--- config.mk ---
export PLATFORM = sky130hd
export DESIGN_NAME = unified_mem_arbiter_flat
export DESIGN_NICKNAME = d
export VERILOG_FILES = /design/src/rtl/unified_mem_arbiter_if.sv /design/src/rtl/unified_mem_arbiter.sv /design/src/flat_wrapper.sv
export SDC_FILE = /design/constraint.sdc
export NUM_CORES = 1
export LEC_CHECK = 0
export CORE_AREA = 2 2 109 111
export DETAILED_ROUTE_END_ITERATION = 8
export DIE_AREA = 0 0 111 113
export HOLD_SLACK_MARGIN = 0.1
export PLACE_DENSITY = 0.81
export SYNTH_ARGS = -nofsm -noshare
export SYNTH_HDL_FRONTEND = slang
export SYNTH_SLANG_ARGS = --single-unit
export TNS_END_PERCENT = 10
--- constraint.sdc ---
create_clock -name clk -period 2 [get_ports clk]
set_clock_uncertainty 0.1 [all_clocks]
set_input_delay 0.4 -clock clk [delete_from_list [all_inputs] [get_ports clk]]
set_output_delay 0.4 -clock clk [all_outputs]
set_load 0.01 [all_outputs]
--- src/rtl/unified_mem_arbiter_if.sv ---
// Bus bundle for unified_mem_arbiter: fetch port, data port and the shared memory port.
// slave = the arbiter's view, master = the surrounding pipeline and memory.
interface unified_mem_arbiter_if #(
  parameter int ADDR_WIDTH = 32,
  parameter int DATA_WIDTH = 32
);
  localparam int BE_WIDTH = DATA_WIDTH / 8;

  logic                  if_req_i;
  logic [ADDR_WIDTH-1:0] if_addr_i;
  logic                  if_gnt_o;
  logic                  if_rvalid_o;
  logic [DATA_WIDTH-1:0] if_rdata_o;
  logic                  flush_i;
  logic                  d_req_i;
  logic                  d_we_i;
  logic [BE_WIDTH-1:0]   d_be_i;
  logic [ADDR_WIDTH-1:0] d_addr_i;
  logic [DATA_WIDTH-1:0] d_wdata_i;
  logic                  d_gnt_o;
  logic                  d_rvalid_o;
  logic [DATA_WIDTH-1:0] d_rdata_o;
  logic                  mem_req_o;
  logic                  mem_we_o;
  logic [BE_WIDTH-1:0]   mem_be_o;
  logic [ADDR_WIDTH-1:0] mem_addr_o;
  logic [DATA_WIDTH-1:0] mem_wdata_o;
  logic                  mem_gnt_i;
  logic                  mem_rvalid_i;
  logic [DATA_WIDTH-1:0] mem_rdata_i;
  logic                  err_o;

  modport slave (
    input  if_req_i, if_addr_i, flush_i, d_req_i, d_we_i, d_be_i, d_addr_i, d_wdata_i,
           mem_gnt_i, mem_rvalid_i, mem_rdata_i,
    output if_gnt_o, if_rvalid_o, if_rdata_o, d_gnt_o, d_rvalid_o, d_rdata_o,
           mem_req_o, mem_we_o, mem_be_o, mem_addr_o, mem_wdata_o, err_o
  );

  modport master (
    output if_req_i, if_addr_i, flush_i, d_req_i, d_we_i, d_be_i, d_addr_i, d_wdata_i,
           mem_gnt_i, mem_rvalid_i, mem_rdata_i,
    input  if_gnt_o, if_rvalid_o, if_rdata_o, d_gnt_o, d_rvalid_o, d_rdata_o,
           mem_req_o, mem_we_o, mem_be_o, mem_addr_o, mem_wdata_o, err_o
  );
endinterface

--- src/rtl/unified_mem_arbiter.sv ---
// Shares one single-port memory between the fetch and data ports, one transaction in flight,
// data-first priority bounded by a fetch starvation counter, flush kills pending fetch data.
module unified_mem_arbiter #(
  parameter int ADDR_WIDTH         = 32,
  parameter int DATA_WIDTH         = 32,
  parameter int FETCH_STARVE_LIMIT = 4
) (
  input  logic                 clk,
  input  logic                 rst,
  unified_mem_arbiter_if.slave bus
);
  localparam int BE_WIDTH  = DATA_WIDTH / 8;
  localparam int CNT_WIDTH = $clog2(FETCH_STARVE_LIMIT + 1);

  typedef enum logic [1:0] {ST_IDLE = 2'd0, ST_REQ = 2'd1, ST_WAIT = 2'd2} state_t;
  typedef enum logic [1:0] {OWN_NONE = 2'd0, OWN_FETCH = 2'd1, OWN_DATA = 2'd2} owner_t;

  state_t                state_r, state_s;
  owner_t                owner_r;
  logic [CNT_WIDTH-1:0]  starve_cnt_r;
  logic                  killed_r, err_r, mem_req_r, mem_we_r;
  logic [BE_WIDTH-1:0]   mem_be_r;
  logic [ADDR_WIDTH-1:0] mem_addr_r;
  logic [DATA_WIDTH-1:0] mem_wdata_r;
  logic                  starve_hit_s, proto_err_s, fetch_flush_s;
  logic                  if_gnt_s, d_gnt_s, if_rvalid_s, d_rvalid_s;
  logic                  if_rvalid_out_s, d_rvalid_out_s;

  assign starve_hit_s  = (starve_cnt_r == CNT_WIDTH'(FETCH_STARVE_LIMIT));
  assign proto_err_s   = (bus.mem_rvalid_i && (state_r != ST_WAIT)) ||
                         (bus.mem_gnt_i && (state_r != ST_REQ));
  assign fetch_flush_s = bus.flush_i && (owner_r == OWN_FETCH);

  // Next-state, grant arbitration and response routing.
  always_comb begin
    state_s     = state_r;
    if_gnt_s    = 1'b0;
    d_gnt_s     = 1'b0;
    if_rvalid_s = 1'b0;
    d_rvalid_s  = 1'b0;
    case (state_r)
      ST_IDLE: begin
        if (bus.d_req_i && !(bus.if_req_i && starve_hit_s)) begin
          d_gnt_s = 1'b1;
          state_s = ST_REQ;
        end else if (bus.if_req_i) begin
          if_gnt_s = 1'b1;
          state_s  = ST_REQ;
        end else begin
          state_s = ST_IDLE;
        end
      end
      ST_REQ: begin
        if (bus.mem_gnt_i) begin
          state_s = ST_WAIT;
        end else begin
          state_s = ST_REQ;
        end
      end
      ST_WAIT: begin
        if (bus.mem_rvalid_i) begin
          state_s = ST_IDLE;
          case (owner_r)
            OWN_DATA:  d_rvalid_s  = 1'b1;
            OWN_FETCH: if_rvalid_s = !killed_r && !bus.flush_i;
            default:   d_rvalid_s  = 1'b0;
          endcase
        end else begin
          state_s = ST_WAIT;
        end
      end
      default: state_s = ST_IDLE;
    endcase
  end

  // Reset forces the combinational pulses low so nothing leaks out during the reset cycle.
  assign bus.if_gnt_o    = if_gnt_s & ~rst;
  assign bus.d_gnt_o     = d_gnt_s & ~rst;
  assign if_rvalid_out_s = if_rvalid_s & ~rst;
  assign d_rvalid_out_s  = d_rvalid_s & ~rst;
  assign bus.if_rvalid_o = if_rvalid_out_s;
  assign bus.d_rvalid_o  = d_rvalid_out_s;
  assign bus.if_rdata_o  = if_rvalid_out_s ? bus.mem_rdata_i : {DATA_WIDTH{1'b0}};
  assign bus.d_rdata_o   = d_rvalid_out_s ? bus.mem_rdata_i : {DATA_WIDTH{1'b0}};
  assign bus.mem_req_o   = mem_req_r;
  assign bus.mem_we_o    = mem_we_r;
  assign bus.mem_be_o    = mem_be_r;
  assign bus.mem_addr_o  = mem_addr_r;
  assign bus.mem_wdata_o = mem_wdata_r;
  assign bus.err_o       = err_r;

  // State, captured request fields, owner, starvation counter, kill flag and sticky error.
  always_ff @(posedge clk) begin
    if (rst) begin
      state_r      <= ST_IDLE;
      owner_r      <= OWN_NONE;
      starve_cnt_r <= {CNT_WIDTH{1'b0}};
      killed_r     <= 1'b0;
      err_r        <= 1'b0;
      mem_req_r    <= 1'b0;
      mem_we_r     <= 1'b0;
      mem_be_r     <= {BE_WIDTH{1'b0}};
      mem_addr_r   <= {ADDR_WIDTH{1'b0}};
      mem_wdata_r  <= {DATA_WIDTH{1'b0}};
    end else begin
      state_r <= state_s;
      err_r   <= err_r | proto_err_s;
      case (state_r)
        ST_IDLE: begin
          mem_req_r <= d_gnt_s | if_gnt_s;
          killed_r  <= 1'b0;
          if (d_gnt_s) begin
            owner_r     <= OWN_DATA;
            mem_we_r    <= bus.d_we_i;
            mem_be_r    <= bus.d_be_i;
            mem_addr_r  <= bus.d_addr_i;
            mem_wdata_r <= bus.d_wdata_i;
          end else if (if_gnt_s) begin
            owner_r     <= OWN_FETCH;
            mem_we_r    <= 1'b0;
            mem_be_r    <= {BE_WIDTH{1'b1}};
            mem_addr_r  <= bus.if_addr_i;
            mem_wdata_r <= {DATA_WIDTH{1'b0}};
          end else begin
            owner_r <= OWN_NONE;
          end
          // Only data grants that overtake a waiting fetch count toward starvation.
          if (!bus.if_req_i || if_gnt_s) begin
            starve_cnt_r <= {CNT_WIDTH{1'b0}};
          end else if (d_gnt_s && !starve_hit_s) begin
            starve_cnt_r <= starve_cnt_r + CNT_WIDTH'(1);
          end else begin
            starve_cnt_r <= starve_cnt_r;
          end
        end
        ST_REQ: begin
          if (bus.mem_gnt_i) begin
            mem_req_r <= 1'b0;
          end
          if (fetch_flush_s) begin
            killed_r <= 1'b1;
          end
        end
        ST_WAIT: begin
          if (bus.mem_rvalid_i) begin
            owner_r  <= OWN_NONE;
            killed_r <= 1'b0;
          end else if (fetch_flush_s) begin
            killed_r <= 1'b1;
          end
        end
        default: owner_r <= OWN_NONE;
      endcase
    end
  end
endmodule

--- src/flat_wrapper.sv ---
// flat-port wrapper written by rule: the top's interface ports become plain ports
module unified_mem_arbiter_flat 
#(
  parameter int ADDR_WIDTH         = 32,
  parameter int DATA_WIDTH         = 32,
  parameter int FETCH_STARVE_LIMIT = 4
)
  (clk, rst, bus_if_req_i, bus_if_addr_i, bus_flush_i, bus_d_req_i, bus_d_we_i, bus_d_be_i, bus_d_addr_i, bus_d_wdata_i, bus_mem_gnt_i, bus_mem_rvalid_i, bus_mem_rdata_i, bus_if_gnt_o, bus_if_rvalid_o, bus_if_rdata_o, bus_d_gnt_o, bus_d_rvalid_o, bus_d_rdata_o, bus_mem_req_o, bus_mem_we_o, bus_mem_be_o, bus_mem_addr_o, bus_mem_wdata_o, bus_err_o);
  unified_mem_arbiter_if #(.ADDR_WIDTH(ADDR_WIDTH), .DATA_WIDTH(DATA_WIDTH)) bus_i ();
  input  logic clk;
  input  logic rst;
  input wire logic [$bits(bus_i.if_req_i)-1:0] bus_if_req_i;
  input wire logic [$bits(bus_i.if_addr_i)-1:0] bus_if_addr_i;
  input wire logic [$bits(bus_i.flush_i)-1:0] bus_flush_i;
  input wire logic [$bits(bus_i.d_req_i)-1:0] bus_d_req_i;
  input wire logic [$bits(bus_i.d_we_i)-1:0] bus_d_we_i;
  input wire logic [$bits(bus_i.d_be_i)-1:0] bus_d_be_i;
  input wire logic [$bits(bus_i.d_addr_i)-1:0] bus_d_addr_i;
  input wire logic [$bits(bus_i.d_wdata_i)-1:0] bus_d_wdata_i;
  input wire logic [$bits(bus_i.mem_gnt_i)-1:0] bus_mem_gnt_i;
  input wire logic [$bits(bus_i.mem_rvalid_i)-1:0] bus_mem_rvalid_i;
  input wire logic [$bits(bus_i.mem_rdata_i)-1:0] bus_mem_rdata_i;
  output wire logic [$bits(bus_i.if_gnt_o)-1:0] bus_if_gnt_o;
  output wire logic [$bits(bus_i.if_rvalid_o)-1:0] bus_if_rvalid_o;
  output wire logic [$bits(bus_i.if_rdata_o)-1:0] bus_if_rdata_o;
  output wire logic [$bits(bus_i.d_gnt_o)-1:0] bus_d_gnt_o;
  output wire logic [$bits(bus_i.d_rvalid_o)-1:0] bus_d_rvalid_o;
  output wire logic [$bits(bus_i.d_rdata_o)-1:0] bus_d_rdata_o;
  output wire logic [$bits(bus_i.mem_req_o)-1:0] bus_mem_req_o;
  output wire logic [$bits(bus_i.mem_we_o)-1:0] bus_mem_we_o;
  output wire logic [$bits(bus_i.mem_be_o)-1:0] bus_mem_be_o;
  output wire logic [$bits(bus_i.mem_addr_o)-1:0] bus_mem_addr_o;
  output wire logic [$bits(bus_i.mem_wdata_o)-1:0] bus_mem_wdata_o;
  output wire logic [$bits(bus_i.err_o)-1:0] bus_err_o;
  assign bus_i.if_req_i = bus_if_req_i;
  assign bus_i.if_addr_i = bus_if_addr_i;
  assign bus_i.flush_i = bus_flush_i;
  assign bus_i.d_req_i = bus_d_req_i;
  assign bus_i.d_we_i = bus_d_we_i;
  assign bus_i.d_be_i = bus_d_be_i;
  assign bus_i.d_addr_i = bus_d_addr_i;
  assign bus_i.d_wdata_i = bus_d_wdata_i;
  assign bus_i.mem_gnt_i = bus_mem_gnt_i;
  assign bus_i.mem_rvalid_i = bus_mem_rvalid_i;
  assign bus_i.mem_rdata_i = bus_mem_rdata_i;
  assign bus_if_gnt_o = bus_i.if_gnt_o;
  assign bus_if_rvalid_o = bus_i.if_rvalid_o;
  assign bus_if_rdata_o = bus_i.if_rdata_o;
  assign bus_d_gnt_o = bus_i.d_gnt_o;
  assign bus_d_rvalid_o = bus_i.d_rvalid_o;
  assign bus_d_rdata_o = bus_i.d_rdata_o;
  assign bus_mem_req_o = bus_i.mem_req_o;
  assign bus_mem_we_o = bus_i.mem_we_o;
  assign bus_mem_be_o = bus_i.mem_be_o;
  assign bus_mem_addr_o = bus_i.mem_addr_o;
  assign bus_mem_wdata_o = bus_i.mem_wdata_o;
  assign bus_err_o = bus_i.err_o;
  unified_mem_arbiter #(.ADDR_WIDTH(ADDR_WIDTH), .DATA_WIDTH(DATA_WIDTH), .FETCH_STARVE_LIMIT(FETCH_STARVE_LIMIT)) u_core (.clk(clk), .rst(rst), .bus(bus_i));
endmodule
# [Yosys cells after proc, flatten, opt, wreduce, memory -nomap -nowiden]
# Index checks and enable logic that the tools add are counted.
[totals] register_bits=79 out_inout_bits=139
[op_classes] n_mux=37 eq_ne=9 addsub=1 n_reduce_logical=23 bitwise=8
[op_table] operator="32-bit 2-to-1 mux" n=6
[op_table] operator="1-bit 2-to-1 mux" n=18
[op_table] operator="2-bit case mux with 3 select lines" n=2
[op_table] operator="2-bit 2-to-1 mux" n=5
[op_table] operator="4-bit 2-to-1 mux" n=2
[op_table] operator="2-bit AND reduction" n=4
[op_table] operator="1-bit logical AND" n=7
[op_table] operator="3-bit 2-to-1 mux" n=2
[op_table] operator="2-bit inequality test (second input constant)" n=3
[op_table] operator="2-bit nonzero test" n=3
[op_table] operator="1-bit zero test" n=5
[op_table] operator="1-bit AND" n=4
[op_table] operator="2-bit by 1-bit == test with 1-bit output (second input constant)" n=2
[op_table] operator="2-bit == test (second input constant)" n=2
[op_table] operator="3-bit by 1-bit adder with 3-bit output (second input constant)" n=1
[op_table] operator="3-bit == test (second input constant)" n=1
[op_table] operator="1-bit case mux with 3 select lines" n=1
[op_table] operator="3-bit nonzero test" n=1
[op_table] operator="2-bit zero test" n=1
[op_table] operator="1-bit logical OR" n=2
[op_table] operator="2-bit by 1-bit inequality test with 1-bit output (second input constant)" n=1
[op_table] operator="1-bit inverter" n=2
[op_table] operator="1-bit OR" n=2
[op_table] operator="1-bit case mux with 2 select lines" n=1

# [Depth between registers and ports, before layout]
# Gate-level depths: netlist (run 1).
[logic_depth] ltp_word=9 mapped_depth=7 ltp_nobuf=5

# [Worst setup path after synthesis (run 1)]
# No wires, ideal clock.
[synth_path] path_type="reg-to-output" start="reg u_core.state_r[0]" end="out bus_if_rdata_o[11]" path_stages_with_launch=7 setup_slack_ps=124 t_arrival_ps=1376 path_cell_list="dfxtp_1 > inv_1 > ha_1 > nand3b_4 > nor4_4 > buf_2 > and2_1"
[synth_via] elab_chain_len=4
[synth_lines] element="start: declaration" line="unified_mem_arbiter.sv:18" rtl="state_t state_r, state_s;"
[synth_lines] element="start signal: assignment" line="unified_mem_arbiter.sv:106" rtl="state_r <= state_s;"
[synth_lines] element="2-bit == test" line="unified_mem_arbiter.sv:41" rtl="case (state_r)"
[synth_lines] element="1-bit 2-to-1 mux" line="unified_mem_arbiter.sv:41"
[synth_lines] element="1-bit AND" line="unified_mem_arbiter.sv:79" rtl="assign if_rvalid_out_s = if_rvalid_s & ~rst;"
[synth_lines] element="named net bus_if_rvalid_o" line="flat_wrapper.sv:24" rtl="output wire logic [$bits(bus_i.if_rvalid_o)-1:0] bus_if_rvalid_o;"
[synth_lines] element="32-bit 2-to-1 mux" line="unified_mem_arbiter.sv:83" rtl="assign bus.if_rdata_o = if_rvalid_out_s ? bus.mem_rdata_i : {DATA_WIDTH{1'b0}};"
[synth_lines] element="end: declaration" line="flat_wrapper.sv:25" rtl="output wire logic [$bits(bus_i.if_rdata_o)-1:0] bus_if_rdata_o;"
# The timed path passes the listed nets, and every way through them passes these cells.

# [Worst setup path after layout (run 1)]
[layout_path] start="reg u_core.state_r[0]" end="out bus_d_rdata_o[21]"
[layout_via] elab_chain_len=4
[layout_lines] element="2-bit == test" line="unified_mem_arbiter.sv:41"
[layout_lines] element="1-bit 2-to-1 mux" line="unified_mem_arbiter.sv:41"
[layout_lines] element="1-bit AND" line="unified_mem_arbiter.sv:80" rtl="assign d_rvalid_out_s = d_rvalid_s & ~rst;"
[layout_lines] element="32-bit 2-to-1 mux" line="unified_mem_arbiter.sv:84" rtl="assign bus.d_rdata_o = d_rvalid_out_s ? bus.mem_rdata_i : {DATA_WIDTH{1'b0}};"
[layout_lines] element="end: declaration" line="flat_wrapper.sv:28" rtl="output wire logic [$bits(bus_i.d_rdata_o)-1:0] bus_d_rdata_o;"
# No other way between the ends.

==> results by group, run 1 <==
Placed design
  • Placed Area: 6630 sq um
  • DP HPWL: approximately 9700 um
  • Final Wtd Congestion: around 0.9
  • Buffers added on ports: 278

Worst setup path
  • Crit path largest cell delay: 0.32 ns
  • Reg-to-reg startpoint: u_core.state_r[0]$_SDFF_PP0_
  • Data arrival, critical path: approximately 1.7 ns
  • CP Cell Sequence: inv_2 -> ha_4 -> nand3b_4 -> nor3b_4 -> buf_4 -> buf_12 -> and2_1 -> buf_2
  • CP Launch Type: flop
  • Reg2Reg Setup Slack: between 0.15 and 0.2 ns
  • Reg2reg end: u_core.bus.mem_addr_o[30]$_SDFFE_PP0P_
  • Setup crit end kind: primary output
  • Critical Path Fanout Max: 17
  • Worst EP required: 1.50 ns
  • R2R cell count: 9
  • Kind of critical path: reg -> out
  • CP max stage cell: dfxtp_2

Timing
  • Max Fclk: approximately 460 MHz
  • RSZ-0062 raised after global routing: yes
  • Setup TNS: -10.97 ns
  • Slew @ Worst Pin: around 0.4 ns
  • Worst hold slack: 0.371 ns
  • Setup WS post-layout: -0.194 ns
  • Max_slew headroom: 72.6%
  • Final hold violation count: 0
  • Crit path time final: 2.19 ns
  • Final setup violation count: between 60 and 70
  • Fin crit share: 110%
  • Pins Over Slew Limit: 0

Cells and area
  • Fill cells: between 900 and 1000
  • Design Area, Final: between 6000 and 7000 sq um
  • Layout cells sized above 1: between 20% and 30%
  • # diodes: 0
  • Area growth syn-to-layout: 89.4%
  • Fin nets: around 770

Clocking
  • Clock buffer depth: 2
  • Root Buffer: clkbuf_16
  • H-tree levels: 3
  • Worst-Skew Late Latency: between 0.3 and 0.4 ns
  • CTS tree: done
  • CTS buffer count: 9
  • Sinks on Clock Net: 79
  • Hold Buf Count CTS: 0
  • CTS clk-pin slew, worst paths: roughly 0.050 ns

Route
  • Drt wl/cell: approximately 17 um
  • Via/cell ratio: roughly 4.9
  • Routed WL: about 13000 um
  • Remaining DRCs: 0
  • Antenna-violating nets left: 0
  • First DRT Iteration DRCs: roughly 170
  • Vias: 3803
  • Iteration count of the initial detailed-routing pass: 4

Pwr
  • Clk network pwr share: a little over a third
  • Pwr per Cell Area: 683 nW/um^2
  • Sw Share: 24.5%
  • Switching power: ~1100 uW
  • Pint: 3490 uW
  • Gate power share: 25.2%
  • Seq pwr share: between 30% and 40%
  • Leak pwr: 0.00287 uW
  • Worst vdd ir: between 0.4 and 0.5 mV
  • Pwr Total: about 4600 uW

Yosys
  • Synth Warn #: 0
  • Synth top area share: ~44%
  • Avg Synthesized Cell Area: around 11 sq um
  • Top cells by area, synth: dfxtp_1 (44%), and2_1 (11%), o221a_1 (9.5%), a22o_1 (8.1%), o21a_1 (7.2%)
  • Post-Synthesis Cells: 333
  • Post-synth top cells: dfxtp_1 (79), and2_1 (64), o21a_1 (34)
  • Area of the mapped netlist: 3570 sq um
  • Count leader, synth: dfxtp_1
  • Sequential share of the synthesized area: roughly 44%
  • Synth async-reset ratio: 0%
  • Flops & latches, synth: between 70 and 80
  • Cell accounting for the most synthesized area: dfxtp_1
  • Dominant synthesized flop cell: dfxtp_1
  • Synth Net Count: 480
  • Number of synthesized flops with an enable pin: 0
  • Synth unique cells: 39

Die
  • Site row count: 39
  • Die Wd: roughly 110 um
  • Die area: 12500 sq um
  • Starting Density: 31.7%
  • Core Area: between 10000 and 15000 sq um
  • # IOs: 279
  • Die Height: between 100 and 150 um

Min path
  • Worst hold path type: reg -> reg
  • WHS Endpoint: u_core.bus.err_o$_SDFF_PP0_
  • Hold Path Stages: 1
  • Worst hold start: u_core.bus.err_o$_SDFF_PP0_

Global routing
  • Antenna violations before repair: 0
  • Total gr overflow: 0
  • Largest net degree at the start of global routing: 38
  • Gr usage total: between 20% and 30%
  • First-pass GRT wire length: a little over 20000 um
  • Vias in the first global route: between 4000 and 5000

Run
  • Max_cap viols: 0

Outcome
  • Failing checks: setup timing
  • Status: finished, violations left
## cell families after synthesis
family | count (synthesis) | synth area share [%]
buf+inv | 40 | 6.62
fa+ha+maj | 7 | 2.45
mux | 1 | 0.280
flops | 79 | 44.3
simple gates | 86 | 16.0
compound gates | 120 | 30.3
## state kept, by name (all words and copies together) (netlist names)
| register | cells |
|---|---|
| u_core.bus.mem_addr_o | 32 |
| u_core.bus.mem_wdata_o | 32 |
| u_core.bus.mem_be_o | 4 |
| u_core.starve_cnt_r | 3 |
| u_core.owner_r | 2 |
| u_core.state_r | 2 |
| u_core.bus.err_o | 1 |
| u_core.bus.mem_req_o | 1 |
| u_core.bus.mem_we_o | 1 |
| u_core.killed_r | 1 |
## per-stage QoR
stage	setup WS [ns]	std cells	util, %
finish	-0.194	774	60.0
global route	-0.308	774	60.0
CTS	-0.206	774	59.8
detailed placement	-0.686	751	58.8
global placement	-0.651	751	58.8
floorplan	0.124	333	-
## per-layer routing
metal	share of wire, %	global-route usage [%]	vias up
li1	-	-	1816
met1	37	21.3	1788
met3	7.9	6.27	21
met4	2.3	8.58	0
met2	52	37.3	178
met5	0	0	-
## worst max-delay path, delay by kind of cell (launching register included)
kind	cells	cell delay, ns
buf+inv	4	0.46
simple gates	3	0.44
fa+ha+maj	1	0.14
flops	1	0.32
## layout make-up
cell class	count	area, sq um	share of cell area, %
repair buffers	313	2870	42.5
multi-input cells	214	1790	26.4
flip-flops and latches	79	1590	23.4
clock buffers	13	260	3.85
well taps	143	179	2.65
clock inverters	2	38.8	0.574
inverters	10	37.5	0.555
## placed cells by master (no fill, tap or decap), types with 2 or more instances in the layout
cell type        synthesis  final
o21ai_0                  2      2
nand2_1                  3      3
buf_6                    2      7
o221a_2                  6      6
dfxtp_2                  0      3
o221a_1                 30     30
ha_4                     0      2
o211ai_1                 2      2
inv_1                   10      8
buf_2                   21     63
a21oi_1                  4      4
inv_2                    0      2
buf_12                   0      7
dfxtp_1                 79     76
clkbuf_1                 0      2
clkbuf_16                0      9
clkdlybuf4s50_1          0    207
buf_16                   0      2
nor2_1                   5      4
and2_1                  64     63
nor3_1                   2      2
o41ai_2                  2      2
a22oi_1                  2      2
o21a_1                  34     34
buf_4                    3     23
ha_1                     7      5
a22o_1                  33     33
clkbuf_8                 0      2
dlygate4sd2_1            0      3
## power groups by stage
stage | clock, uW | combinational (uW) | sequential [uW]
6_report | 1650 | 1160 | 1810
5_1_grt | 1740 | 1240 | 1820
4_1_cts | 1680 | 1170 | 1810
3_5_place_dp | 0 | 1150 | 1840
3_3_place_gp | 0 | 1130 | 1830
2_1_floorplan | 0 | 386 | 1900
## worst max path at each step
stage                                            start                  to  slack (ns)  cells after the start
final                     u_core.state_r[0]$_SDFF_PP0_   bus_d_rdata_o[21]       -0.19                      8
after floorplan           u_core.state_r[0]$_SDFF_PP0_  bus_if_rdata_o[11]        0.12                      6
after CTS                 u_core.state_r[0]$_SDFF_PP0_   bus_if_rdata_o[0]       -0.21                      9
after global routing      u_core.state_r[0]$_SDFF_PP0_  bus_if_rdata_o[10]       -0.31                      9
after global placement                bus_mem_rvalid_i  bus_if_rdata_o[27]       -0.65                      6
after detailed placement              bus_mem_rvalid_i   bus_if_rdata_o[3]       -0.69                      6
## what timing repair did
action                     4_1_cts  5_1_grt
pin swaps                       21        2
setup buffers                    6        0
setup endpoints to repair       68       68
gates cloned                     2        0
resized for setup              286        8
Note: power is estimated with default switching activity, not from simulation.
==> inputs of run 2 (changes only) <==
--- a/config.mk
+++ b/config.mk
@@ -5,11 +5,13 @@
 export SDC_FILE = /design/constraint.sdc
 export NUM_CORES = 1
 export LEC_CHECK = 0
-export CORE_AREA = 2 2 109 111
+export ABC_AREA = 1
+export CORE_UTILIZATION = 35
 export DETAILED_ROUTE_END_ITERATION = 8
-export DIE_AREA = 0 0 111 113
 export HOLD_SLACK_MARGIN = 0.1
-export PLACE_DENSITY = 0.81
+export PLACE_DENSITY = 0.85
+export RECOVER_POWER = 100
+export REMOVE_ABC_BUFFERS = 1
 export SYNTH_ARGS = -nofsm -noshare
 export SYNTH_HDL_FRONTEND = slang
 export SYNTH_SLANG_ARGS = --single-unit
==> results by group, run 2 <==
Clocking
  • Clock buffer depth: 2 (unchanged)
  • Root Buffer: clkbuf_8 (was clkbuf_16)
  • Sinks on Clock Net: 79 (unchanged)
  • Worst-Skew Late Latency: 0.34 ns (was 0.32 ns)
  • CTS clk-pin slew, worst paths: 0.09 ns (was 0.05 ns)
  • Hold Buf Count CTS: 0 (unchanged)
  • CTS tree: done (unchanged)
  • H-tree levels: 3 (unchanged)
  • CTS buffer count: 9 (unchanged)

Worst setup path
  • Worst EP required: 1.50 ns (about the same)
  • Kind of critical path: reg -> out (unchanged)
  • Setup crit end kind: primary output (unchanged)
  • Delay-heaviest family, CP: buffers and inverters (unchanged)
  • CP Launch Type: flop (unchanged)
  • R2R cell count: 9 (unchanged)
  • CP max stage cell: dfxtp_2 (unchanged)
  • Data arrival, critical path: 1.55 ns (was 1.69 ns)
  • CP Cell Sequence: inv_4 -> ha_4 -> nand2_2 -> nor2_2 -> inv_2 -> clkbuf_16 -> nor2_1 -> buf_2 (was inv_2 -> ha_4 -> nand3b_4 -> nor3b_4 -> buf_4 -> buf_12 -> and2_1 -> buf_2)
  • Critical path origin: u_core.state_r[0]$_SDFF_PP0_ (unchanged)
  • Crit path largest cell delay: 0.34 ns (was 0.32 ns)
  • Reg2Reg Setup Slack: 0.25 ns (was 0.19 ns)
  • WP depth: 8 (unchanged)
  • Critical path endpoint: bus_d_rdata_o[6] (was bus_d_rdata_o[21])
  • Sum of buffers and inverters on the critical path: 4 (unchanged)
  • Reg-to-reg startpoint: u_core.state_r[0]$_SDFF_PP0_ (unchanged)
  • Critical Path Fanout Max: 8 (was 17)
  • Reg2reg end: u_core.bus.mem_addr_o[29]$_SDFFE_PP0P_ (was u_core.bus.mem_addr_o[30]$_SDFFE_PP0P_)

Yosys
  • Dominant synthesized flop cell: dfxtp_1 (unchanged)
  • Flops & latches, synth: 79 (unchanged)
  • Synth Warn #: 0 (unchanged)
  • Count leader, synth: nand2_1 (was dfxtp_1)
  • Simple-Gate Fraction of Synth Area: 28.7% (was 16.0%)
  • Synth Area in Adders: 2.24% (was 2.45%)
  • Post-Synthesis Cells: 586 (was 333)
  • Post-synth top cells: nand2_1 (142), inv_1 (81), dfxtp_1 (79) (was dfxtp_1 (79), and2_1 (64), o21a_1 (34))
  • Sequential share of the synthesized area: 40.5% (was 44.3%)
  • Avg Synthesized Cell Area: 6.67 sq um (was 10.7 sq um)
  • Synth Area in Compound Gates: 15.7% (was 30.3%)
  • Top cells by area, synth: dfxtp_1 (40%), nand2_1 (14%), a21oi_1 (9.5%), inv_1 (7.8%), nor2_1 (7.3%) (was dfxtp_1 (44%), and2_1 (11%), o221a_1 (9.5%), a22o_1 (8.1%), o21a_1 (7.2%))
  • Largest family of logic cells by synthesized area: simple AND/OR/NAND/NOR gates (was compound AO/OA/AOI/OAI gates)
  • Synth unique cells: 22 (was 39)
  • Area of the mapped netlist: 3910 sq um (was 3570 sq um)
  • Synth top area share: 40.5% (was 44.3%)
  • Cell accounting for the most synthesized area: dfxtp_1 (unchanged)
  • Number of synthesized flops with an enable pin: 0 (unchanged)
  • Synth Area in XOR/XNOR: 0% (unchanged)
  • Synth async-reset ratio: 0% (unchanged)
  • Mux cell area share after synthesis: 0% (was 0.280%)

Global routing
  • Antenna violations before repair: 0 (unchanged)
  • Gr usage total: 22.6% (was 20.2%)
  • Total gr overflow: 0 (unchanged)
  • Largest net degree at the start of global routing: 47 (was 38)
  • Vias in the first global route: 4299 (was 4022)
  • First-pass GRT wire length: 20600 um (was 20500 um)

Cells and area
  • Area growth syn-to-layout: 84.0% (was 89.4%)
  • Fin util: 66.3% (was 60.0%)
  • Most frequent cells in the layout: clkdlybuf4s50_1 (206), nand2_1 (140), dfxtp_1 (74), inv_1 (73), a21oi_1 (73) (was clkdlybuf4s50_1 (207), dfxtp_1 (76), and2_1 (63), buf_2 (63), o21a_1 (34))
  • Area of the multi-input gates: 1990 sq um (was 1790 sq um)
  • Layout cells sized above 1: 20.0% (was 22.2%)
  • Fill cells: 950 (was 953)
  • Leading cell type in the layout, fill and taps excluded: clkdlybuf4s50_1 (unchanged)
  • Fin nets: 1022 (was 774)
  • # diodes: 0 (unchanged)
  • Design Area, Final: 7190 sq um (was 6760 sq um)
  • Area occupied by registers: 1590 sq um (about the same)

Outcome
  • Status: finished, violations left (unchanged)
  • Failing checks: setup timing (unchanged)

Die
  • Starting Density: 36.1% (was 31.7%)
  • Die Wd: 108 um (was 111 um)
  • Die area: 11600 sq um (was 12500 sq um)
  • Site row count: 38 (was 39)
  • Core Area: 10800 sq um (was 11300 sq um)
  • # IOs: 279 (unchanged)
  • Die Height: 108 um (was 113 um)

Route
  • First DRT Iteration DRCs: 185 (was 173)
  • Vias: 4715 (was 3803)
  • Drt wl/cell: 13.9 um (was 16.9 um)
  • Routed WL: 14200 um (was 13100 um)
  • Iteration count of the initial detailed-routing pass: 7 (was 4)
  • Via/cell ratio: 4.62 (was 4.91)
  • Antenna-violating nets left: 0 (unchanged)
  • Remaining DRCs: 0 (unchanged)

Placed design
  • Placed Area: 6960 sq um (was 6630 sq um)
  • Final Wtd Congestion: 0.771 (was 0.880)
  • Buffers added on ports: 278 (unchanged)
  • DP HPWL: 10100 um (was 9660 um)

Pwr
  • Pwr per Cell Area: 629 nW/um^2 (was 683 nW/um^2)
  • Worst vdd ir: 0.463 mV (was 0.467 mV)
  • Leak pwr: 0.00341 uW (was 0.00287 uW)

Timing
  • Setup TNS: -0.580 ns (was -10.97 ns)
  • Pins Over Slew Limit: 0 (unchanged)
  • Worst hold slack: 0.366 ns (was 0.371 ns)
  • Max_slew headroom: 51.1% (was 72.6%)
  • Final setup violation count: 32 (was 68)
  • RSZ-0062 raised after global routing: yes (unchanged)
  • Crit path time final: 2.05 ns (was 2.19 ns)
  • Fin crit share: 102% (was 110%)
  • Setup WS post-layout: -0.0491 ns (was -0.194 ns)
  • Final hold violation count: 0 (unchanged)
  • Slew @ Worst Pin: 0.734 ns (was 0.411 ns)
  • Max Fclk: 488 MHz (was 456 MHz)

Run
  • Max_cap viols: 0 (unchanged)

Min path
  • Worst hold path type: reg -> reg (unchanged)
## run 2: changes by cell type after synthesis, sizes merged, moves of 32 or more
cell    change
nand2     +138
inv        +73
nor2       +71
a21oi      +70
and2       -64
o21ai      +39
o221a      -36
o21a       -34
a22o       -33
nand3b     +32
## run 2: worst min path at each step
| stage | startpoint | endpoint | cells past startpoint |
|---|---|---|---|
| floorplan | u_core.starve_cnt_r[1]$_SDFFE_PP0P_ | u_core.starve_cnt_r[1]$_SDFFE_PP0P_ | 2 |
| global placement | u_core.bus.mem_wdata_o[16]$_SDFFE_PP0P_ | u_core.bus.mem_wdata_o[16]$_SDFFE_PP0P_ | 2 |
| detailed placement | u_core.bus.mem_wdata_o[29]$_SDFFE_PP0P_ | u_core.bus.mem_wdata_o[29]$_SDFFE_PP0P_ | 2 |
| CTS | u_core.bus.mem_wdata_o[29]$_SDFFE_PP0P_ | u_core.bus.mem_wdata_o[29]$_SDFFE_PP0P_ | 2 |
| global route | u_core.bus.mem_wdata_o[16]$_SDFFE_PP0P_ | u_core.bus.mem_wdata_o[16]$_SDFFE_PP0P_ | 2 |
| finish | u_core.bus.mem_wdata_o[10]$_SDFFE_PP0P_ | u_core.bus.mem_wdata_o[10]$_SDFFE_PP0P_ | 2 |
## run 2: area by class of cell
class,count,area share [%]
Tap cell,140,2.44
Multi-Input combinational cell,386,27.7
Timing Repair Buffer,316,40.0
Clock buffer,10,1.77
Clock inverter,6,1.64
Sequential cell,79,22.1
Inverter,83,4.37
## run 2: worst reg2reg max path: stages (launching register included)
cell and delay [ns]:
dfxtp_2 0.36, inv_4 0.04, buf_4 0.13, ha_4 0.16, buf_4 0.13, nand3_4 0.07, buf_4 0.36, nand2_1 0.14
nand2_1 0.09, a21oi_1 0.05
## run 2: stage by stage
step           std cells  power [uW]  worst slack (ns)
2_1_floorplan        548        2280            -0.649
3_3_place_gp         997        3060            -0.540
3_5_place_dp         997        3080            -0.658
4_1_cts             1016        4540            -0.202
5_1_grt             1020        4780            -0.160
6_report            1020        4520           -0.0491
## run 2: kinds of logic after synthesis
group / count (synthesis)
AND/OR/NAND/NOR: 260
buffers and inverters: 121
AO/OA/AOI/OAI: 119
flip-flops: 79
adder cells (fa/ha/maj): 7
## run 2: layer usage
| metal | vias to the layer above | track usage [%] | wire length [um] |
|---|---|---|---|
| li1 | 2398 | - | - |
| met1 | 2102 | 22.6 | 5230 |
| met2 | 184 | 43.2 | 7540 |
| met3 | 31 | 6.72 | 1070 |
| met4 | 0 | 8.61 | 348 |
| met5 | - | 0 | 0 |
## run 2: where the power goes
group / internal (uW) / total [uW] / switching [uW]
registers: 1730 / 1800 / 76.3
clock network: 841 / 1440 / 604
logic: 706 / 1280 / 570
total: 3270 / 4520 / 1250
## run 2: timing repair
action / 4_1_cts / 5_1_grt
buffers inserted: 1 / 1
gates cloned: 2 / 3
setup endpoints to repair: 68 / 67
pin swaps: 4 / 3
gates resized for setup: 290 / 53
==> RTL change 1 (config.mk and constraints of run 2) <==
`DATA_WIDTH` is set to 32 in 3 places; all go to 24.
--- a/src/rtl/unified_mem_arbiter_if.sv
+++ b/src/rtl/unified_mem_arbiter_if.sv
@@ -2,7 +2,7 @@
 // slave = the arbiter's view, master = the surrounding pipeline and memory.
 interface unified_mem_arbiter_if #(
   parameter int ADDR_WIDTH = 32,
-  parameter int DATA_WIDTH = 32
+  parameter int DATA_WIDTH = 24
 );
   localparam int BE_WIDTH = DATA_WIDTH / 8;
 
--- a/src/rtl/unified_mem_arbiter.sv
+++ b/src/rtl/unified_mem_arbiter.sv
@@ -2,7 +2,7 @@
 // data-first priority bounded by a fetch starvation counter, flush kills pending fetch data.
 module unified_mem_arbiter #(
   parameter int ADDR_WIDTH         = 32,
-  parameter int DATA_WIDTH         = 32,
+  parameter int DATA_WIDTH         = 24,
   parameter int FETCH_STARVE_LIMIT = 4
 ) (
   input  logic                 clk,
--- a/src/flat_wrapper.sv
+++ b/src/flat_wrapper.sv
@@ -2,7 +2,7 @@
 module unified_mem_arbiter_flat 
 #(
   parameter int ADDR_WIDTH         = 32,
-  parameter int DATA_WIDTH         = 32,
+  parameter int DATA_WIDTH         = 24,
   parameter int FETCH_STARVE_LIMIT = 4
 )
   (clk, rst, bus_if_req_i, bus_if_addr_i, bus_flush_i, bus_d_req_i, bus_d_we_i, bus_d_be_i, bus_d_addr_i, bus_d_wdata_i, bus_mem_gnt_i, bus_mem_rvalid_i, bus_mem_rdata_i, bus_if_gnt_o, bus_if_rvalid_o, bus_if_rdata_o, bus_d_gnt_o, bus_d_rvalid_o, bus_d_rdata_o, bus_mem_req_o, bus_mem_we_o, bus_mem_be_o, bus_mem_addr_o, bus_mem_wdata_o, bus_err_o);
Interface: changed (7 resized); port bits go from 279 to 237. No check against the original RTL was run, so the function may have changed too.
==> RTL change 1 against run 2 <==
The flow still finishes with violations (setup timing); area after synthesis is 8.7% lower; via count is 8.7% lower; routed wire length is 9.5% lower; total power is 15% lower; sequential cell count is 9 lower; fmax is 0.84% lower; worst setup slack worse by 0.017 ns; final area is 13% lower; critical path type unchanged.
==> RTL change 1: results (changes against run 2) <==
synth:
  yosys_warnings: 0  # unchanged
  syn_avg_cell_area_um2: 6.85  # +2.6%
  synthDistinctLibCells: 26  # +18%
  synthTopCellsByCount: "nand2_1, inv_1, dfxtp_1"
  async_reset_ff_share_pct: 0  # unchanged
  synth.area.top_cells: "dfxtp_1, nand2_1, a21oi_1"
  synth-edff-count: 0  # unchanged
  ys_seq_area_share_pct: 39.3  # -1.2 points
outcome:
  violations: "setup timing"
  status: "finished with violations"
setup_path:
  cp_max_fo: 12  # +4
  critical_path_arrival_ns: 1.57  # +0.02 ns
cells_and_area:
  drive_gt1_share_pct: 19.6  # -0.36 points
  fillers: 875  # -7.9%
  nNetsFinal: 904  # -12%
  n_antenna_cell: 0  # unchanged
  largest_reg_flops: 32
grt:
  grt_pass1_vias: 4088  # -4.9%
  use_met2_pct: 45.1  # +1.9 points
  grt_util_all_layers_pct: 23.2  # +0.61 points
  use_met1_pct: 22.8  # +0.21 points
  grt_pass1_wl_mm: 18.9  # -8.0%
  grt_max_degree: 43  # -8.5%
  antenna_found_initial: 0  # unchanged
  grt_use_met3_pct: 5.63  # -1.1 points
clocking:
  cts_made_buffers: 9  # unchanged
  htree_levels: 3  # unchanged
  cts_buffer_depth: 2  # unchanged
  cts_root_buf: "clkbuf_8"
  path_clk_slew_ns: 0.08
  clock_latency_ns: 0.35
placed_design:
  dp.cells: 884  # -11%
  gp_congestion: 0.791  # +2.6%
  dp_hpwl_mm: 9.29  # -8.2%
  port_buffers: 236  # -15%
detailed_routing:
  drtPass1Iterations: 5  # -2
  drt-vias-per-instance: 4.72  # +2.1%
  wl_per_cell_um: 14.1  # +1.2%
  vias: 4306  # -8.7%
  first_iter_violations: 140  # -24%
hold_path:
  hold_class: "reg2reg"
sta:
  setup_slack_ns: -0.0665  # -0.0174 ns
  setup_viol: 28  # -13%
  slew_headroom_pct: 65.0  # +14 points
power:
  p_leak_nw: 3.11  # -8.7%
  ir_drop_uv: 496  # +7.1%
[RTL change 1: cell types whose count changed after synthesis, moves of 2 or more]
cell / before / now
clkbuf_1: 20 / 10
a21oi_2: 0 / 10
buf_4: 0 / 4
dfxtp_1: 79 / 70
a21oi_1: 74 / 56
buf_2: 13 / 11
nand2_1: 142 / 126
clkbuf_2: 0 / 2
nor2_1: 76 / 58
o21ai_1: 5 / 3
inv_1: 81 / 73
[RTL change 1: kinds of logic after synthesis]
family / Yosys count / share of synthesized area (%)
AO/OA/AOI/OAI: 110 / 17.0
adder cells (fa/ha/maj): 7 / 2.46
flip-flops: 70 / 39.3
AND/OR/NAND/NOR: 226 / 28.1
buffers and inverters: 108 / 13.1
[RTL change 1: through the flow]
stage	area (µm²)	hold WS (ns)	power, W	setup WS, ns	TNS, ns
detailed placement	6150	0.358	0.00277	-0.608	-31.41
global route	6260	0.383	0.00407	-0.134	-5.97
floorplan	3380	0.356	0.00206	-0.435	-16.65
global placement	6150	0.351	0.00274	-0.556	-27.93
finish	6260	0.365	0.00387	-0.0665	-1.13
CTS	6260	0.369	0.00397	-0.0844	-1.98
[RTL change 1: layout make-up]
cell class	count	area share, %
Inverter	75	4.49
Clock inverter	6	0.979
Multi-Input combinational cell	343	28.3
Timing Repair Buffer	275	38.9
Sequential cell	70	22.5
Clock buffer	10	2.20
Tap cell	133	2.66
[RTL change 1: final timing paths]
kind	from	to	slack, ns	cells past startpoint
min reg2reg	u_core.bus.mem_wdata_o[12]$_SDFFE_PP0P_	u_core.bus.mem_wdata_o[12]$_SDFFE_PP0P_	0.37	2
min	u_core.bus.mem_wdata_o[12]$_SDFFE_PP0P_	u_core.bus.mem_wdata_o[12]$_SDFFE_PP0P_	0.37	2
max	u_core.state_r[1]$_SDFF_PP0_	bus_if_rdata_o[15]	-0.07	7
max reg2reg	u_core.state_r[0]$_SDFF_PP0_	u_core.bus.mem_wdata_o[8]$_SDFFE_PP0P_	0.10	8
[RTL change 1: power breakdown]
part	internal [W]	switching [W]
clock network	0.000605	0.000561
logic	0.000577	0.000524
registers	0.00153	0.0000662
[RTL change 1: per-layer routing]
layer / wire length [µm] / share of wire, %
met4: 365 / 2.8
met1: 4600 / 36
met5: 0 / 0
met3: 1020 / 8.0
met2: 6850 / 53
[RTL change 1: repair_timing]
item	CTS	global route
setup buffers	8	2
cloned	2	0
hold buffers	0	0
resized for setup	241	22
pin swaps	9	4
setup endpoints to repair	52	52
[RTL change 1: critical path: stages, from the launching register on]
cell     delay [ns]
dfxtp_4        0.39
ha_4           0.14
buf_6          0.09
nand4_1        0.08
buf_6          0.15
buf_8          0.14
nor2_1         0.09
buf_2          0.13
==> RTL change 2 (settings of run 2) <==
Made on the original files. Encoding of `state_t`: now one-hot (3 bits for 3 states).
--- a/src/rtl/unified_mem_arbiter.sv
+++ b/src/rtl/unified_mem_arbiter.sv
@@ -12,7 +12,7 @@
   localparam int BE_WIDTH  = DATA_WIDTH / 8;
   localparam int CNT_WIDTH = $clog2(FETCH_STARVE_LIMIT + 1);
 
-  typedef enum logic [1:0] {ST_IDLE = 2'd0, ST_REQ = 2'd1, ST_WAIT = 2'd2} state_t;
+  typedef enum logic [2:0] {ST_IDLE = 3'b001, ST_REQ = 3'b010, ST_WAIT = 3'b100} state_t;
   typedef enum logic [1:0] {OWN_NONE = 2'd0, OWN_FETCH = 2'd1, OWN_DATA = 2'd2} owner_t;
 
   state_t                state_r, state_s;
Check against the original RTL: no difference found for any inputs over 4 cycles, from zero or initial values and one cycle with rst high; so few cycles prove little.
==> RTL change 2 against run 2 <==
The flow finishes with violations (DRC, setup timing); worst setup slack got worse by 0.024 ns; sequential cell count rose by 1; routed wire length rose by 1.8%; total power rose by 12%; final area rose by 3.9%; area after synthesis rose by 7.6%; combinational power rose by 20%.
==> RTL change 2: results (changes against run 2) <==
outcome:
  status: "finished with violations"
  violations: "DRC, setup timing"
clocking:
  path_clk_slew_ns: 0.06  # -0.03 ns
  cts_root_buf: "clkbuf_16"
placed_design:
  dp_hpwl_mm: 10.5  # +3.7%
  gp_congestion: 0.881  # +14%
  dp.cells: 1032  # +3.5%
power:
  ir_drop_uv: 398  # -14%
  p_leak_nw: 3.76  # +10%
setup_path:
  crit_path_max_incr_delay_ns: 0.32  # -0.02 ns
  critical_path_arrival_ns: 1.57  # +0.02 ns
cells_and_area:
  fin_cells: 1056  # +3.5%
  buffers_excl_clock: 312  # -1.3%
  drive_gt1_share_pct: 24.0  # +4.0 points
  multi_input_area_share_pct: 29.0  # +1.2 points
  fillers: 1033  # +8.7%
  nNetsFinal: 1048  # +2.5%
grt:
  use_met1_pct: 23.2  # +0.55 points
  grt_pass1_vias: 4645  # +8.0%
  use_met2_pct: 44.4  # +1.2 points
  grt_max_degree: 74  # +57%
sta:
  setup_slack_ns: -0.0735  # -0.0244 ns
  setup_viol: 62  # +94%
detailed_routing:
  wl_met2_mm: 7.57  # +0.41%
  drt_drc_violations_left: 20  # +20
synth:
  synthDistinctLibCells: 26  # +18%
  netlist_instances: 619  # +5.6%
  synth.area.top_cells: "dfxtp_1, nand2_1, nor2_1"
  synth_compound_area_share_pct: 12.2  # -3.6 points
  synthTopCellsByCount: "nand2_1, dfxtp_1, nor2_1"
-- RTL change 2: cell types whose count changed after synthesis, sizes merged, moves of 3 or more --
cell	run 2	this run
a21oi	74	42
nor3	3	0
ha	7	2
nand2	142	175
nor2	76	79
o21bai	0	32
or2	0	34
o21ai	41	6
nand3b	33	0
clkbuf	20	2
buf	18	37
nand3	4	44
-- RTL change 2: power breakdown --
group          internal [W]  leakage, nW  switching [W]
registers           0.00179        0.660      0.0000912
logic              0.000769         2.96       0.000757
clock network       0.00100        0.139       0.000654
total               0.00356         3.76        0.00150
-- RTL change 2: kinds of logic after synthesis --
| group | Yosys count |
|---|---|
| AO/OA/AOI/OAI | 81 |
| buffers and inverters | 120 |
| XOR/XNOR | 1 |
| adder cells (fa/ha/maj) | 2 |
| flip-flops | 80 |
| AND/OR/NAND/NOR | 335 |
-- RTL change 2: what timing repair did --
item | 4_1_cts | 5_1_grt
gates resized for setup | 303 | 48
setup endpoints to repair | 68 | 68
buffers inserted | 2 | 0
gates cloned | 3 | 1
pin swaps | 3 | 4
-- RTL change 2: final timing paths --
check                                                        startpoint                                      end  slack [ns]  cells after the start
worst max-delay path                       u_core.state_r[1]$_SDFF_PP0_                        bus_d_rdata_o[27]       -0.07                      9
worst min-delay path            u_core.bus.mem_wdata_o[31]$_SDFFE_PP0P_  u_core.bus.mem_wdata_o[31]$_SDFFE_PP0P_        0.36                      2
worst max register to register      u_core.starve_cnt_r[0]$_SDFFE_PP0P_   u_core.bus.mem_addr_o[13]$_SDFFE_PP0P_        0.05                      8
worst min register to register  u_core.bus.mem_wdata_o[31]$_SDFFE_PP0P_  u_core.bus.mem_wdata_o[31]$_SDFFE_PP0P_        0.36                      2
